===== src/rtl/ps_lane_scheduler.sv =====
// rtl/ps_lane_scheduler.sv - slot sequencer feeding the 2-bit serializer: comma training, then round-robin byte lane
// One 9-bit {valid, byte} word per slot; all state moves only at slot boundaries.
module ps_lane_scheduler #(
  parameter int         SLOT_CYCLES  = 4,
  parameter int         TRAIN_COMMAS = 4,
  parameter logic [7:0] COMMA        = 8'hBC,
  parameter logic [7:0] IDLE_CHAR    = 8'h7C
) (
  input  logic       clk16f,
  input  logic       reset,
  input  logic       enable,
  input  logic       req0_valid,
  input  logic [7:0] req0_data,
  output logic       req0_ready,
  input  logic       req1_valid,
  input  logic [7:0] req1_data,
  output logic       req1_ready,
  output logic [8:0] paralelo,
  output logic       load,
  output logic [1:0] grant,
  output logic [1:0] state,
  output logic       active
);

  localparam int CW = (SLOT_CYCLES > 1) ? $clog2(SLOT_CYCLES) : 1;
  localparam int TW = (TRAIN_COMMAS > 1) ? $clog2(TRAIN_COMMAS + 1) : 1;
  localparam logic [CW-1:0] SLOT_LAST  = CW'(SLOT_CYCLES - 1);
  localparam logic [TW-1:0] TRAIN_LAST = TW'(TRAIN_COMMAS - 1);

  typedef enum logic [1:0] {
    S_IDLE   = 2'b00,
    S_TRAIN  = 2'b01,
    S_ACTIVE = 2'b10
  } state_t;

  state_t          state_q;
  state_t          state_d;
  logic [CW-1:0]   slot_cnt;
  logic            boundary;
  logic [TW-1:0]   train_cnt;
  logic [TW-1:0]   train_d;
  logic            last_grant;   // 0 = req0 owned the last granted slot, 1 = req1
  logic            last_d;
  logic [8:0]      word_d;
  logic [1:0]      grant_d;
  logic            pick0;
  logic            pick1;

  assign boundary = (slot_cnt == SLOT_LAST) && !reset;

  // On a tie the requester that did not own the last granted slot wins.
  always_comb begin
    pick0 = req0_valid && (!req1_valid || last_grant);
    pick1 = req1_valid && (!req0_valid || !last_grant);
  end

  always_comb begin
    state_d = state_q;
    train_d = train_cnt;
    last_d  = last_grant;
    word_d  = {1'b0, IDLE_CHAR};
    grant_d = 2'b00;
    case (state_q)
      S_IDLE: begin
        if (enable) begin
          state_d = S_TRAIN;
          train_d = '0;
        end
      end
      S_TRAIN: begin
        word_d  = {1'b1, COMMA};
        train_d = train_cnt + TW'(1);
        if (!enable) begin
          state_d = S_IDLE;
          train_d = '0;
        end else if (train_cnt == TRAIN_LAST) begin
          state_d = S_ACTIVE;
          train_d = '0;
        end
      end
      S_ACTIVE: begin
        if (!enable) begin
          state_d = S_IDLE;
        end else if (pick0) begin
          word_d  = {1'b1, req0_data};
          grant_d = 2'b01;
          last_d  = 1'b0;
        end else if (pick1) begin
          word_d  = {1'b1, req1_data};
          grant_d = 2'b10;
          last_d  = 1'b1;
        end
      end
      default: begin
        state_d = S_IDLE;
      end
    endcase
  end

  // A ready is only offered on the edge that actually latches the byte.
  assign req0_ready = boundary && (state_q == S_ACTIVE) && enable && pick0;
  assign req1_ready = boundary && (state_q == S_ACTIVE) && enable && pick1;

  always_ff @(posedge clk16f) begin
    if (reset) begin
      state_q <= S_IDLE;
    end else if (boundary) begin
      state_q <= state_d;
    end
  end

  always_ff @(posedge clk16f) begin
    if (reset) begin
      slot_cnt   <= '0;
      paralelo   <= 9'h000;
      load       <= 1'b0;
      grant      <= 2'b00;
      train_cnt  <= '0;
      last_grant <= 1'b1;
    end else begin
      load     <= boundary;
      slot_cnt <= boundary ? '0 : slot_cnt + CW'(1);
      if (boundary) begin
        paralelo   <= word_d;
        grant      <= grant_d;
        train_cnt  <= train_d;
        last_grant <= last_d;
      end
    end
  end

  assign state  = state_q;
  assign active = (state_q == S_ACTIVE);

endmodule


===== config.mk =====
export PLATFORM = sky130hd
export DESIGN_NAME = ps_lane_scheduler
export DESIGN_NICKNAME = d
export VERILOG_FILES = /design/src/rtl/ps_lane_scheduler.sv
export SDC_FILE = /design/constraint.sdc
export NUM_CORES = 1
export LEC_CHECK = 0
export CELL_PAD_IN_SITES_DETAIL_PLACEMENT = 0
export CELL_PAD_IN_SITES_GLOBAL_PLACEMENT = 1
export CORE_MARGIN = 2
export CORE_UTILIZATION = 28
export DETAILED_ROUTE_END_ITERATION = 8
export PLACE_DENSITY_LB_ADDON = 0.1
export SLEW_MARGIN = 20
export SYNTH_ARGS = -nofsm -noshare
export SYNTH_HDL_FRONTEND = slang
export SYNTH_SLANG_ARGS = --single-unit
export TNS_END_PERCENT = 10

===== constraint.sdc =====
create_clock -name clk16f -period 1.5 [get_ports clk16f]
set_input_delay 0.15 -clock clk16f [delete_from_list [all_inputs] [get_ports clk16f]]
set_output_delay 0.15 -clock clk16f [all_outputs]
set_load 0.02 [all_outputs]

### Word-level counts from Yosys, hierarchy flattened

Index checks and enable logic that the tools add are counted.

* add/subtract/negate cells: 2
* multiply operators: 0
* div/mod/pow operators: 0
* magnitude comparators: 0
* equality and inequality tests: 7
* shift operators: 0
* multiplexer cells: 19
* bitwise operators: 0
* reduce and logical (&&, ||, !) cells: 20

Operators with widths (count)
* 2-to-1 mux 9 bit: 3
* one-hot mux 9 bit (2 select lines): 1
* 2-to-1 mux 2 bit: 8
* 2-to-1 mux 3 bit: 3
* AND reduction 4 bit: 2
* logical AND 1 bit: 7
* one-hot mux 2 bit (3 select lines): 1
* one-hot mux 3 bit (2 select lines): 1
* equality test 2 bit, second input constant: 2
* logical NOT 1 bit: 4
* inequality test 2 bit, second input constant: 2
* nonzero test 2 bit: 2
* adder 3 x 1 -> 3 bit, second input constant: 1
* equality test 3 x 2 -> 1 bit, second input constant: 1
* inequality test 3 bit, second input constant: 1
* AND reduction 3 bit: 1
* adder 2 x 1 -> 2 bit, second input constant: 1
* equality test 2 x 1 -> 1 bit, second input constant: 1
* logical NOT 2 bit: 1
* logical OR 1 bit: 2
* 2-to-1 mux 1 bit: 2
* OR reduction 2 bit: 1

* register bits: 20
* bits in latches: 0
* RAM bits: 0
* memory bits (read-only): 0
* bits of input ports: 21
* output and inout bits: 17
* logic and storage cells: 55
* memories kept: 0

### Logic depth before layout (Yosys ltp)

* depth after elaboration: 7
* mapped depth: 6
* depth with buffers taken out: 6

### Worst setup path before layout

Ideal clock, no wire load.

* path kind: reg-to-reg
* start point: register state_q[0], in the netlist state[0]
* end point: register state_q[1], in the netlist state[1]
* setup time: 87 ps
* arrival time: 1667 ps
* required time: 1413 ps
* path slack: -254 ps
* cell stages (with the launch flop): 6
* buffers on the path: 0
* period minus slack after synthesis: 1754 ps
* cell sequence: dfxtp_1 -> inv_1 -> ha_1 -> and2_1 -> or4_1 -> o31ai_1

* longest elaborated chain between the ends: 3
* elaborated cells between the ends (all ways): 8
* those cells by class: eq/ne (5); mux (1); reduce/logical (2)

RTL lines
* start, declared: RTL line 36 `state_t state_q;`
* start signal, assigned: RTL line 108 `state_q <= state_d;`
* equality test 2 bit (*)
* via active: RTL line 22 `output logic active`
* inequality test 2 bit (no source line)
* AND reduction 4 bit (no source line)

The timed path passes the listed nets; every way through them passes the cells marked *.
A chain may end at the register's enable or synchronous reset.

### Final worst setup path

* start point: register state_q[1], in the netlist state[1]
* end point: register state_q[1], in the netlist state[1]

* longest elaborated chain between the ends: 3
* elaborated cells between the ends (all ways): 8
* those cells by class: eq/ne (5); mux (1); reduce/logical (2)

RTL lines
* equality test 2 x 1 -> 1 bit (tied with other cells): RTL line 63 `case (state_q)`
* inequality test 3 bit (no source line) or inequality test 2 bit (tied branches)
* AND reduction 4 bit (no source line)

Several ways; a longest one is shown, not always the timed one.

==> results.txt <==
----------------------------------------------------
[Clock tree]
  CTS tree ... built
  H-tree levels ... 1
  Clock root buffer ... sky130_fd_sc_hd__clkbuf_4
  Buffer depth of the longest clock path ... 2
  Clock net sink count ... 20
  Clock latency of the later-clocked register in the worst-skew pair ... 0.30 ns
  Clock edge transition at the registers on the reported setup and hold paths ... 0.12 ns
  TritonCTS buffer count ... 3

[Setup path]
  Endpoint type of the worst setup path ... register
  Source of the worst register-to-register timing path ... state[1]
  Worst r2r path cells ... 7
  Timing endpoint of the critical path ... state[1]
  Data arrival time at the worst-slack endpoint ... 1.82 ns
  Data required time of the critical path ... 1.72 ns
  Register-to-register setup slack ... -0.10 ns
  Source of the critical timing path ... state[1]
  Startpoint type of the worst setup path ... register
  Highest fanout seen on the critical path ... 4
  Worst flop-to-flop path endpoint ... state[1]
  Category of the most critical setup path ... register to register

[Placed design]
  Count of buffers inserted at the top-level ports ... 37
  Detailed-placement wirelength estimate ... 2.04 mm
  Number of placed instances with taps included ... 217
  Gpl congestion ... 0.779
  Placed inst area ... 1590 µm²

[Timing]
  Final min period ... 1.60 ns
  Slew @ Worst Pin ... 0.299 ns
  Skew final ... 0.000627 ns
  Top achievable clock speed ... 0.625 GHz
  Unrepaired setup endpoints after global routing ... true
  Slew margin rel. ... 80.0%
  Tcrit/Tclk final ... 107%
  Number of setup violations in the final report ... 10
  Number of max-slew violations in the final report ... 0
  Final worst setup slack ... -0.101 ns
  Final count of hold timing violations ... 0

[GRT]
  Wire length of the first global-routing pass ... 4.71 mm
  Vias in the first global route ... 1078
  All-Layer GR Usage ... 14.3%
  Initial antenna violation count ... 0
  Gr ovfl total ... 0
  Maximum number of pins on one net before global-route repair ... 18

[Power]
  Clock share of power ... 28.4%
  Switching fraction of total power ... 25.8%
  Int Pwr ... 0.836 mW
  Power per cell area ... 658 nW/µm²
  Leakage power of the design ... 0.710 nW
  Switching power total ... 0.291 mW
  Combinational power share ... 21.6%
  Sequential group share of total power ... 49.9%
  Maximum vdd ir drop ... 0.000463 V
  Total power of the final layout ... 1.13 mW

[Finish]
  Summed area of non-filler cells in the final layout ... 1710 µm²
  Antenna cell count ... 0
  Share of cells above drive strength 1 ... 27.8%
  Most common cell after layout, fill and taps aside ... sky130_fd_sc_hd__clkdlybuf4s50_1
  Synth-to-Final Area Change ... 69.0%
  Post-layout net count ... 204
  Commonest cells after routing, fill and taps aside ... 33 x sky130_fd_sc_hd__clkdlybuf4s50_1, 20 x sky130_fd_sc_hd__buf_4, 18 x sky130_fd_sc_hd__dfxtp_1, 15 x sky130_fd_sc_hd__nor2_1, 8 x sky130_fd_sc_hd__nor2b_1
  Final instance count without filler cells ... 222

[Hold path]
  Number of cells traversed by the worst hold path ... 1
  Kind of path behind the tightest hold check ... register to register

[Floorplanning]
  Row cnt ... 21
  Effective utilization at floorplan ... 29.7%
  Vertical extent of the die ... 64.2 µm
  DIE AREA ... 4120 µm²
  # IOs ... 38
  Placeable core region ... 3420 µm²
  Width of the die ... 64.2 µm

[Flow run]
  Number of max-cap violations ... 0

[Detailed routing]
  Routed wirelength normalized by instance count ... 12.3 µm
  Via-per-instance ratio ... 4.64
  Total via count in the routed design ... 1029
  Post-route antenna net violation count ... 0
  1st-iter DRT viols ... 57
  DRC violations left ... 0
  Total Routed Length ... 2.74 mm
  DR pass1 iterations ... 4

[Synth]
  Net count after synthesis ... 144
  Post-synthesis instance area ... 1010 µm²
  Register bit total from synthesis ... 20
  Number of different library cells in the post-synthesis netlist ... 32
  Mapped Cells ... 117
  Avg Synthesized Cell Area ... 8.66 µm²
  Ys Warns ... 0
  Sequential cell area fraction in the yosys report ... 39.5%

[Outcome]
  Result of the run ... finished with violations
  Violated checks ... setup timing

----------------------------------------------------
-- cell usage after synthesis --
cell type                  count  area [µm²]
sky130_fd_sc_hd__clkbuf_1      1        3.75
sky130_fd_sc_hd__dfxtp_1      20         400
sky130_fd_sc_hd__nor3_1        1        5.00
sky130_fd_sc_hd__o221ai_2      1        15.0
sky130_fd_sc_hd__nand2b_4      1        13.8
sky130_fd_sc_hd__o22ai_1       7        43.8
sky130_fd_sc_hd__nand2_1       9        33.8
sky130_fd_sc_hd__or4_1         1        7.51
sky130_fd_sc_hd__a22oi_1       3        22.5
sky130_fd_sc_hd__a211o_1       1        8.76
sky130_fd_sc_hd__o21ai_0       4        20.0
sky130_fd_sc_hd__nand3_1       3        15.0
sky130_fd_sc_hd__o31a_1        1        8.76
sky130_fd_sc_hd__a21oi_1       2        10.0
sky130_fd_sc_hd__nor2b_1       9        56.3
sky130_fd_sc_hd__o31ai_1       1        7.51
sky130_fd_sc_hd__nand3b_1      1        7.51
sky130_fd_sc_hd__and2_1        4        25.0
sky130_fd_sc_hd__a21o_1        2        15.0
sky130_fd_sc_hd__clkinv_4      1        8.76
sky130_fd_sc_hd__mux2_1        1        11.3
sky130_fd_sc_hd__nand2b_1      2        12.5
sky130_fd_sc_hd__a211oi_1      4        30.0
sky130_fd_sc_hd__a31oi_1       3        18.8
sky130_fd_sc_hd__mux2i_1       2        20.0
sky130_fd_sc_hd__o21bai_1      1        7.51
sky130_fd_sc_hd__ha_1          6        75.1
sky130_fd_sc_hd__buf_4         1        7.51
sky130_fd_sc_hd__nor2_1       18        67.6
sky130_fd_sc_hd__inv_1         4        15.0
sky130_fd_sc_hd__buf_6         1        11.3
sky130_fd_sc_hd__and3b_1       1        8.76
-- power by group through the flow --
stage / clock network, mW / logic, mW / registers (mW)
2_1_floorplan: 0 / 0.0912 / 0.587
3_3_place_gp: 0 / 0.228 / 0.571
3_5_place_dp: 0 / 0.231 / 0.571
4_1_cts: 0.337 / 0.232 / 0.560
5_1_grt: 0.366 / 0.268 / 0.566
6_report: 0.320 / 0.244 / 0.563
-- layer usage --
layer,global-route usage [%],wire [µm],vias up
met4,3.19,19,0
met2,24.2,1300,27
met3,3.70,140,2
met1,18.0,1280,467
met5,0,0,-
li1,-,-,533
-- worst max-delay path: stages, from the launching register on --
cell                         delay (ns)
sky130_fd_sc_hd__dfxtp_2           0.38
sky130_fd_sc_hd__buf_6             0.11
sky130_fd_sc_hd__clkinvlp_4        0.13
sky130_fd_sc_hd__ha_4              0.22
sky130_fd_sc_hd__nand2_4           0.08
sky130_fd_sc_hd__o221ai_2          0.11
sky130_fd_sc_hd__or4_1             0.43
sky130_fd_sc_hd__o31ai_1           0.08
-- state kept, by name, summed over array words and instances, names as in the netlist --
| register | flops |
|---|---|
| last_grant | 1 |
| paralelo | 9 |
| slot_cnt | 2 |
| train_cnt | 3 |
| grant | 2 |
| load | 1 |
| state | 2 |
-- repair_timing --
| action | in CTS | in global routing |
|---|---|---|
| setup buffers | 0 | 1 |
| hold buffers | 0 | 0 |
| resized for setup | 14 | 22 |
| gates cloned | 0 | 0 |
| pin swaps | 0 | 11 |
| setup endpoints to repair | 15 | 17 |
| endpoints found under the hold margin | 0 | 0 |
-- through the flow --
stage	setup TNS, ns	worst slack [ns]	util (%)	hold WS (ns)
global placement	-1.23	-0.313	46.4	0.408
detailed placement	-1.38	-0.333	46.4	0.411
floorplan	-0.0769	-0.0385	-	0.329
CTS	-0.857	-0.141	47.4	0.435
finish	-0.521	-0.101	50.1	0.469
global route	-1.78	-0.171	50.1	0.464
-- how the worst min path moves through the flow --
stage | start | endpoint
after detailed placement | slot_cnt[0] | slot_cnt[0]
final | grant[0] | grant[0]
after CTS | slot_cnt[0] | slot_cnt[0]
after floorplan | req0_valid | last_grant
after global routing | req0_data[4] | paralelo[4]
after global placement | slot_cnt[0] | slot_cnt[0]
-- cells by family (layout without fill, tap and decap cells) --
| group | Yosys count | in the layout | share of synthesized area, % |
|---|---|---|---|
| AND/OR/NAND/NOR | 50 | 50 | 24.9 |
| multiplexers | 3 | 3 | 3.09 |
| buffers and inverters | 8 | 67 | 4.57 |
| flip-flops | 20 | 20 | 39.5 |
| adder cells (fa/ha/maj) | 6 | 6 | 7.41 |
| AO/OA/AOI/OAI | 30 | 30 | 20.5 |
-- area by class of cell --
class	instances	area [µm²]
fill	346	1700
multi-input combinational	89	657
timing repair buffer	58	532
sequential	20	403
tap	46	57.6
clock buffer	4	36.3
inverter	5	27.5
Note: power is estimated with default switching activity, not from simulation.
